$ cat src/rtl/phe_multi.sv
// phe_multi: TSN test-packet header extender producing 134b FAST packets (metadata, header+timestamp, sequence, padding).
// Build option PHE_SLOT_TAG_EN: when defined, the sequence beat carries slot_shift_cnt/slot_ID; otherwise those bits are 0.
module phe_multi #(
  parameter int N_FLOWS   = 8,
  parameter int LEN_W     = 12,
  parameter int HDR_BEATS = 4,
  parameter int TS_W      = 48
) (
  input  logic                       clk,
  input  logic                       rst_n,
  input  logic                       cnt_rst,
  input  logic                       in_req_valid,
  input  logic [$clog2(N_FLOWS)-1:0] in_req_flow,
  output logic                       out_req_ready,
  output logic                       out_req_drop,
  input  logic [N_FLOWS*LEN_W-1:0]   in_flow_len,
  output logic [N_FLOWS*32-1:0]      out_flow_cnt,
  input  logic [TS_W-1:0]            timestamp,
  input  logic [3:0]                 slot_shift_cnt,
  input  logic [8:0]                 slot_ID,
  input  logic [127:0]               in_hdr_data,
  input  logic                       in_hdr_wr,
  output logic                       out_hdr_drop,
  input  logic                       in_out_alf,
  output logic [133:0]               out_data,
  output logic                       out_data_wr,
  output logic                       out_data_valid,
  output logic                       out_data_valid_wr
);

  localparam int HW = (HDR_BEATS > 1) ? $clog2(HDR_BEATS) : 1;
  localparam logic [LEN_W-1:0] L_MIN = LEN_W'((HDR_BEATS + 1) * 16);
  localparam logic [LEN_W-1:0] L_MAX = LEN_W'((1 << LEN_W) - 33);
  localparam logic [HW-1:0]    HDR_LAST = HW'(HDR_BEATS - 1);

  typedef enum logic [2:0] {
    S_IDLE, S_HDR_CAP, S_WAIT, S_MD0, S_MD1, S_HDR, S_SEQ, S_PAD
  } state_t;

  state_t             state_q, state_d;
  logic               ready_q, ready_d;
  logic               req_drop_q, req_drop_d;
  logic               hdr_drop_q, hdr_drop_d;
  logic [LEN_W-1:0]   len_q, len_d;
  logic [31:0]        seq_q, seq_d;
  logic [HW-1:0]      hdr_idx_q, hdr_idx_d;
  logic [LEN_W-1:0]   pad_cnt_q, pad_cnt_d;
  logic [127:0]       hdr_buf_q [HDR_BEATS];
  logic [127:0]       hdr_buf_d [HDR_BEATS];
  logic [31:0]        cnt_q [N_FLOWS];
  logic [31:0]        cnt_d [N_FLOWS];
  logic [133:0]       out_data_q, out_data_d;
  logic               out_wr_q, out_wr_d;
  logic               valid_q, valid_d;
  logic               valid_wr_q, valid_wr_d;

  logic [31:0]        req_idx32;
  logic               req_in_range;
  logic               accept;
  logic               bad_req;
  logic [LEN_W-1:0]   len_raw;
  logic [LEN_W:0]     frame_beats;
  logic [LEN_W:0]     pad_beats;
  logic [3:0]         tail_inv;
  logic [19:0]        slot_tag;
  logic [127:0]       hdr_beat;
  logic [127:0]       md0_data;

  function automatic logic [LEN_W-1:0] clamp_len(input logic [LEN_W-1:0] l);
    if (l < L_MIN)      return L_MIN;
    else if (l > L_MAX) return L_MAX;
    else                return l;
  endfunction

`ifdef PHE_SLOT_TAG_EN
  assign slot_tag = {slot_shift_cnt, 7'd0, slot_ID};
`else
  logic unused_slot;
  assign unused_slot = ^{slot_shift_cnt, slot_ID};
  assign slot_tag    = 20'd0;
`endif

  assign req_idx32    = 32'(in_req_flow);
  assign req_in_range = (req_idx32 < 32'(N_FLOWS));
  assign accept       = in_req_valid && ready_q && req_in_range;
  assign bad_req      = in_req_valid && ready_q && !req_in_range;

  // Frame geometry derived from the latched, already clamped length.
  assign frame_beats = ({1'b0, len_q} + (LEN_W+1)'(15)) >> 4;
  assign pad_beats   = frame_beats - (LEN_W+1)'(HDR_BEATS + 1);
  assign tail_inv    = 4'(5'd16 - {1'b0, len_q[3:0]});

  always_comb begin
    len_raw = '0;
    for (int i = 0; i < N_FLOWS; i++) begin
      if (32'(i) == req_idx32) len_raw = in_flow_len[i*LEN_W +: LEN_W];
    end
  end

  always_comb begin
    md0_data = '0;
    md0_data[96 +: LEN_W] = len_q + LEN_W'(32);
  end

  always_comb begin
    hdr_beat = hdr_buf_q[hdr_idx_q];
    if (hdr_idx_q == HDR_LAST) hdr_beat[TS_W-1:0] = timestamp;
  end

  always_comb begin
    state_d    = state_q;
    len_d      = len_q;
    seq_d      = seq_q;
    hdr_idx_d  = hdr_idx_q;
    pad_cnt_d  = pad_cnt_q;
    hdr_buf_d  = hdr_buf_q;
    req_drop_d = 1'b0;
    hdr_drop_d = in_hdr_wr && (state_q != S_HDR_CAP);
    out_data_d = '0;
    out_wr_d   = 1'b0;
    valid_d    = 1'b0;
    valid_wr_d = 1'b0;

    // Clear wins over the old value; a same-cycle accepted request then counts from zero.
    for (int i = 0; i < N_FLOWS; i++) begin
      cnt_d[i] = cnt_rst ? 32'd0 : cnt_q[i];
      if (accept && (32'(i) == req_idx32)) begin
        cnt_d[i] = cnt_d[i] + 32'd1;
        seq_d    = cnt_d[i];
      end
    end

    case (state_q)
      S_IDLE: begin
        if (accept) begin
          len_d     = clamp_len(len_raw);
          hdr_idx_d = '0;
          state_d   = S_HDR_CAP;
        end else if (bad_req) begin
          req_drop_d = 1'b1;
        end
      end
      S_HDR_CAP: begin
        if (in_hdr_wr) begin
          hdr_buf_d[hdr_idx_q] = in_hdr_data;
          if (hdr_idx_q == HDR_LAST) begin
            hdr_idx_d = '0;
            state_d   = S_WAIT;
          end else begin
            hdr_idx_d = hdr_idx_q + HW'(1);
          end
        end
      end
      S_WAIT: begin
        if (!in_out_alf) state_d = S_MD0;
      end
      S_MD0: begin
        out_wr_d   = 1'b1;
        out_data_d = {2'b01, 4'd0, md0_data};
        state_d    = S_MD1;
      end
      S_MD1: begin
        out_wr_d   = 1'b1;
        out_data_d = {2'b11, 4'd0, 128'd0};
        hdr_idx_d  = '0;
        state_d    = S_HDR;
      end
      S_HDR: begin
        out_wr_d   = 1'b1;
        out_data_d = {2'b11, 4'd0, hdr_beat};
        if (hdr_idx_q == HDR_LAST) begin
          hdr_idx_d = '0;
          state_d   = S_SEQ;
        end else begin
          hdr_idx_d = hdr_idx_q + HW'(1);
        end
      end
      S_SEQ: begin
        out_wr_d = 1'b1;
        if (pad_beats == '0) begin
          out_data_d = {2'b10, tail_inv, seq_q, 76'd0, slot_tag};
          valid_d    = 1'b1;
          valid_wr_d = 1'b1;
          state_d    = S_IDLE;
        end else begin
          out_data_d = {2'b11, 4'd0, seq_q, 76'd0, slot_tag};
          pad_cnt_d  = LEN_W'(pad_beats - (LEN_W+1)'(1));
          state_d    = S_PAD;
        end
      end
      S_PAD: begin
        out_wr_d = 1'b1;
        if (pad_cnt_q == '0) begin
          out_data_d = {2'b10, tail_inv, 128'd0};
          valid_d    = 1'b1;
          valid_wr_d = 1'b1;
          state_d    = S_IDLE;
        end else begin
          out_data_d = {2'b11, 4'd0, 128'd0};
          pad_cnt_d  = pad_cnt_q - LEN_W'(1);
        end
      end
      default: state_d = S_IDLE;
    endcase

    ready_d = (state_d == S_IDLE);
  end

  always_ff @(posedge clk or negedge rst_n) begin
    if (!rst_n) begin
      state_q    <= S_IDLE;
      ready_q    <= 1'b0;
      req_drop_q <= 1'b0;
      hdr_drop_q <= 1'b0;
      len_q      <= '0;
      seq_q      <= '0;
      hdr_idx_q  <= '0;
      pad_cnt_q  <= '0;
      hdr_buf_q  <= '{default: '0};
      cnt_q      <= '{default: '0};
      out_data_q <= '0;
      out_wr_q   <= 1'b0;
      valid_q    <= 1'b0;
      valid_wr_q <= 1'b0;
    end else begin
      state_q    <= state_d;
      ready_q    <= ready_d;
      req_drop_q <= req_drop_d;
      hdr_drop_q <= hdr_drop_d;
      len_q      <= len_d;
      seq_q      <= seq_d;
      hdr_idx_q  <= hdr_idx_d;
      pad_cnt_q  <= pad_cnt_d;
      hdr_buf_q  <= hdr_buf_d;
      cnt_q      <= cnt_d;
      out_data_q <= out_data_d;
      out_wr_q   <= out_wr_d;
      valid_q    <= valid_d;
      valid_wr_q <= valid_wr_d;
    end
  end

  for (genvar g = 0; g < N_FLOWS; g++) begin : g_cnt_out
    assign out_flow_cnt[g*32 +: 32] = cnt_q[g];
  end

  assign out_req_ready     = ready_q;
  assign out_req_drop      = req_drop_q;
  assign out_hdr_drop      = hdr_drop_q;
  assign out_data          = out_data_q;
  assign out_data_wr       = out_wr_q;
  assign out_data_valid    = valid_q;
  assign out_data_valid_wr = valid_wr_q;

endmodule

$ cat config.mk
export PLATFORM = sky130hd
export DESIGN_NAME = phe_multi
export DESIGN_NICKNAME = d
export VERILOG_FILES = /design/src/rtl/phe_multi.sv
export SDC_FILE = /design/constraint.sdc
export NUM_CORES = 2
export LEC_CHECK = 0
export BUFFER_PORTS_ARGS = -buffer_cell sky130_fd_sc_hd__buf_2
export CAP_MARGIN = 10
export CORE_ASPECT_RATIO = 0.7
export CORE_MARGIN = 8
export CORE_UTILIZATION = 55
export CTS_BUF_LIST = sky130_fd_sc_hd__clkbuf_8 sky130_fd_sc_hd__clkbuf_16
export DETAILED_ROUTE_END_ITERATION = 8
export MAX_ROUTING_LAYER = met4
export PLACE_DENSITY = 0.77
export SLEW_MARGIN = 20
export SYNTH_ARGS = -nofsm -noshare
export SYNTH_HDL_FRONTEND = slang
export SYNTH_SLANG_ARGS = --single-unit
$ cat constraint.sdc
create_clock -name clk -period 7.1 [get_ports clk]
set_clock_uncertainty 0.05 [all_clocks]
set_input_delay 1.775 -clock clk [delete_from_list [all_inputs] [get_ports clk]]
set_output_delay 1.775 -clock clk [all_outputs]
set_load 0.05 [all_outputs]
==> qor.csv <==
stage;metric;value;unit
sta;fin_crit_sh;72.31;%
global_route;grt_overflow;0;
pwr;clkPwrFrac;25.8;%
placed_design;dpl.hpwl;117300;um
clocking;cts_resized;0;
logic_synthesis;ys.flop_type;dfrtp_1;
placed_design;gp_congestion;1.075;
floorplan;core;89670;um2
route;routed_via_density;6.248;
logic_synthesis;synth_area_leader_cell;dfrtp_1;
sta;tns;0;ns
logic_synthesis;yosys_warnings;0;
worst_setup_path;critical_path.endpoint_type;flop;
logic_synthesis;synth-edff-count;0;
clocking;postCtsHoldBufs;0;
route;drcViolationCount;0;
cells_and_area;post-route-util;64.04;%
sta;final_max_slew_viol_count;0;
cells_and_area;drive_above_1_share;33.00;%
clocking;clockRootBuffer;clkbuf_16;
sta;rsz0062_at_grt;no;
run;maxCapViolCount;0;
clocking;htree_levels;3;
clocking;numCtsBuffers;93;
cells_and_area;final_common_cell;dfrtp_1;
cells_and_area;layout_common_cells;dfrtp_1 (964), buf_2 (673), mux2_2 (534);
worst_setup_path;startpoint;cnt_rst;
route;firstDrtPassIters;7;
global_route;grt_max_degree;168;
clocking;clock-sinks;967;
floorplan;initial_utilization;55.28;%
sta;worst-slew-pin-transition;1.156;ns
cells_and_area;syn2layout_area_growth;15.83;%
placed_design;pre_cts_ws;1.550;ns
logic_synthesis;synthArstFlopShare;100.0;%
global_route;grtUsageTotal;32.71;%
global_route;grt_pass1_wl;244800;um
logic_synthesis;synth-seq-cells;967;
placed_design;place_area;54070;um2
route;wl_per_cell;26.71;um
floorplan;dieArea;100100;um2
route;drtIter0Drc;4000;
pwr;pwr-share-seq;41.4;%
min_path;hold_class;flop to flop;
sta;max-slew-margin-rel;22.12;%
worst_setup_path;cp.arrival;5.69;ns
clocking;cts_tree;done;
worst_setup_path;r2r_cells;12;
floorplan;placementRows;92;
logic_synthesis;seq_area_frac_synth;48.81;%
clocking;clkSlewWorstSetupHoldPaths;0.06;ns
pwr;p_switching;6820;uW
sta;fmax;194.8;MHz
floorplan;die_h;267.2;um
route;routed-via-count;38535;
floorplan;dieWidth;374.8;um
logic_synthesis;syn_area;49570;um2
logic_synthesis;synth_top_area_share;48.81;%
logic_synthesis;synth_cells;4309;
cells_and_area;fin_area;57420;um2
logic_synthesis;syn-num-nets;4622;
clocking;clk_latency;0.70;ns
pwr;p_sw_share;33.69;%
clocking;clk_path_buf_depth;3;
logic_synthesis;synth.distinct_cells;90;
worst_setup_path;r2r_setup_slack;2.83;ns
sta;finalSetupViolCount;0;
global_route;grt_pass1_vias;38147;
global_route;antenna_found_initial;45;
worst_setup_path;crit_end;seq_q[26];
worst_setup_path;worstSetupStartpointType;input pin;
pwr;p_leak;0.02572;uW
route;drt_wl_total;164700;um
sta;min_period;5.134;ns
pwr;pwr-share-comb;32.9;%
worst_setup_path;r2r-end;pad_cnt_q[11];
pwr;p_per_area;352.5;nW/um2
logic_synthesis;avgSynthCellArea;11.50;um2
sta;hold_viol;0;
cells_and_area;fin_nets;5191;
outcome;outcome;finished, final reports clean;
sta;final_critical_path_setup_slack;1.966;ns
worst_setup_path;crit_fanout;81;
pwr;internal-power;13420;uW
placed_design;portBuffers;675;
clocking;postCtsSetupRepairBufs;0;
pwr;peakVddDrop;0.2267;mV
sta;hold_slack;0.4343;ns
logic_synthesis;synthTopCellsByArea;dfrtp_1 (49%), mux2_2 (12%), mux4_2 (6.6%);
route;drtAntennaViolNets;0;
worst_setup_path;critPathKind;input pin to flop;
worst_setup_path;crit_required;7.66;ns
worst_setup_path;r2r_start;len_q[0];
floorplan;ioPinCount;690;
sequential cells by signal (all words and copies together), names as in the netlist:
register and count:
state_q 3, out_hdr_drop 1, hdr_buf_q 512, out_req_ready 1
out_data_valid_wr 1, out_flow_cnt 256, hdr_idx_q 2, out_data_wr 1
pad_cnt_q 12, len_q 12, seq_q 32, out_data 134
per-layer routing:
metal	global-route usage [%]	vias to the layer above	wire (um)
met4	12.91	0	7584
met5	-	-	0
li1	-	16661	-
met3	11.98	411	18840
met2	46.00	1906	71400
met1	43.15	19557	66920
Yosys cell counts, types with 8 or more instances:
cell and count:
a21o_1 9, o221ai_1 10, nor3b_1 11, nor4_1 38, a22o_1 46, mux2i_1 75, dfrtp_1 967, o21a_1 9
a211oi_1 15, and4b_1 10, o21ai_0 129, o211ai_1 16, mux4_2 145, nand3_1 131, nand2b_1 29, mux2_2 534
buf_1 38, a32oi_1 8, nor2b_1 93, a31oi_1 15, clkbuf_1 199, inv_1 29, o31ai_1 16, xnor2_1 273
a221oi_1 13, or3_1 39, nand3b_1 15, a21oi_1 78, nand4_1 77, o22ai_1 30, and2_1 22, a22oi_1 14
or2_2 17, and4_1 16, ha_1 19, nor2_1 341, nor3_1 71, nand2_1 310, buf_2 26, or4_1 16
xor2_1 171, and3_1 86
critical path, cell delays in order:
cell	delay, ns
buf_8	0.23
nor2b_1	0.33
ha_1	0.28
nand3_1	0.22
nor4_2	0.55
or3b_1	0.49
nor3_1	0.24
nand3_1	0.18
xnor2_1	0.77
a221oi_1	0.29
a21oi_1	0.26
layout make-up:
type / instances / area (um2)
Clock inverter: 53 / 484.2
Antenna cell: 36 / 90.09
Inverter: 29 / 108.9
Clock buffer: 121 / 2746
Sequential cell: 967 / 24210
Tap cell: 1175 / 1470
Fill cell: 7011 / 32250
Timing Repair Buffer: 740 / 4019
Multi-Input combinational cell: 3047 / 24300
per-stage QoR:
stage               power, uW  std cells
floorplan               13040       4309
global placement        14710       5957
detailed placement      15010       5957
CTS                     20300       6131
global route            21200       6165
finish                  20240       6168
kinds of logic (layout without fill, tap and decap cells):
logic type | after synthesis | count (layout) | share of synthesized area [%]
muxes | 754 | 754 | 20.23
and+or+nand+nor | 1362 | 1362 | 13.96
AOI/OAI and AO/OA | 466 | 466 | 6.300
xor gates and xnor gates | 445 | 445 | 7.877
buffers and inverters | 295 | 943 | 2.330
DFF | 967 | 967 | 48.81
other | 1 | 37 | 0.007565
adders and majority gates | 19 | 19 | 0.4796
worst min-delay path by stage:
| stage | slack [ns] | to | start | cells past startpoint |
|---|---|---|---|---|
| 2_1_floorplan | 0.40 | seq_q[12] | seq_q[12] | 2 |
| 3_3_place_gp | 0.42 | seq_q[0] | seq_q[0] | 2 |
| 3_5_place_dp | 0.42 | seq_q[0] | seq_q[0] | 2 |
| 4_1_cts | 0.44 | seq_q[0] | seq_q[0] | 2 |
| 5_1_grt | 0.46 | hdr_buf_q[217] | hdr_buf_q[217] | 1 |
| 6_report | 0.43 | seq_q[0] | seq_q[0] | 2 |
power groups by stage:
stage / clock (uW) / sequential, uW / combinational [uW]
global route: 5520 / 8580 / 7100
global placement: 0 / 8350 / 6360
CTS: 5290 / 8410 / 6600
floorplan: 0 / 8710 / 4340
detailed placement: 0 / 8460 / 6540
finish: 5210 / 8380 / 6650
Note: power is estimated with default switching activity, not from simulation.
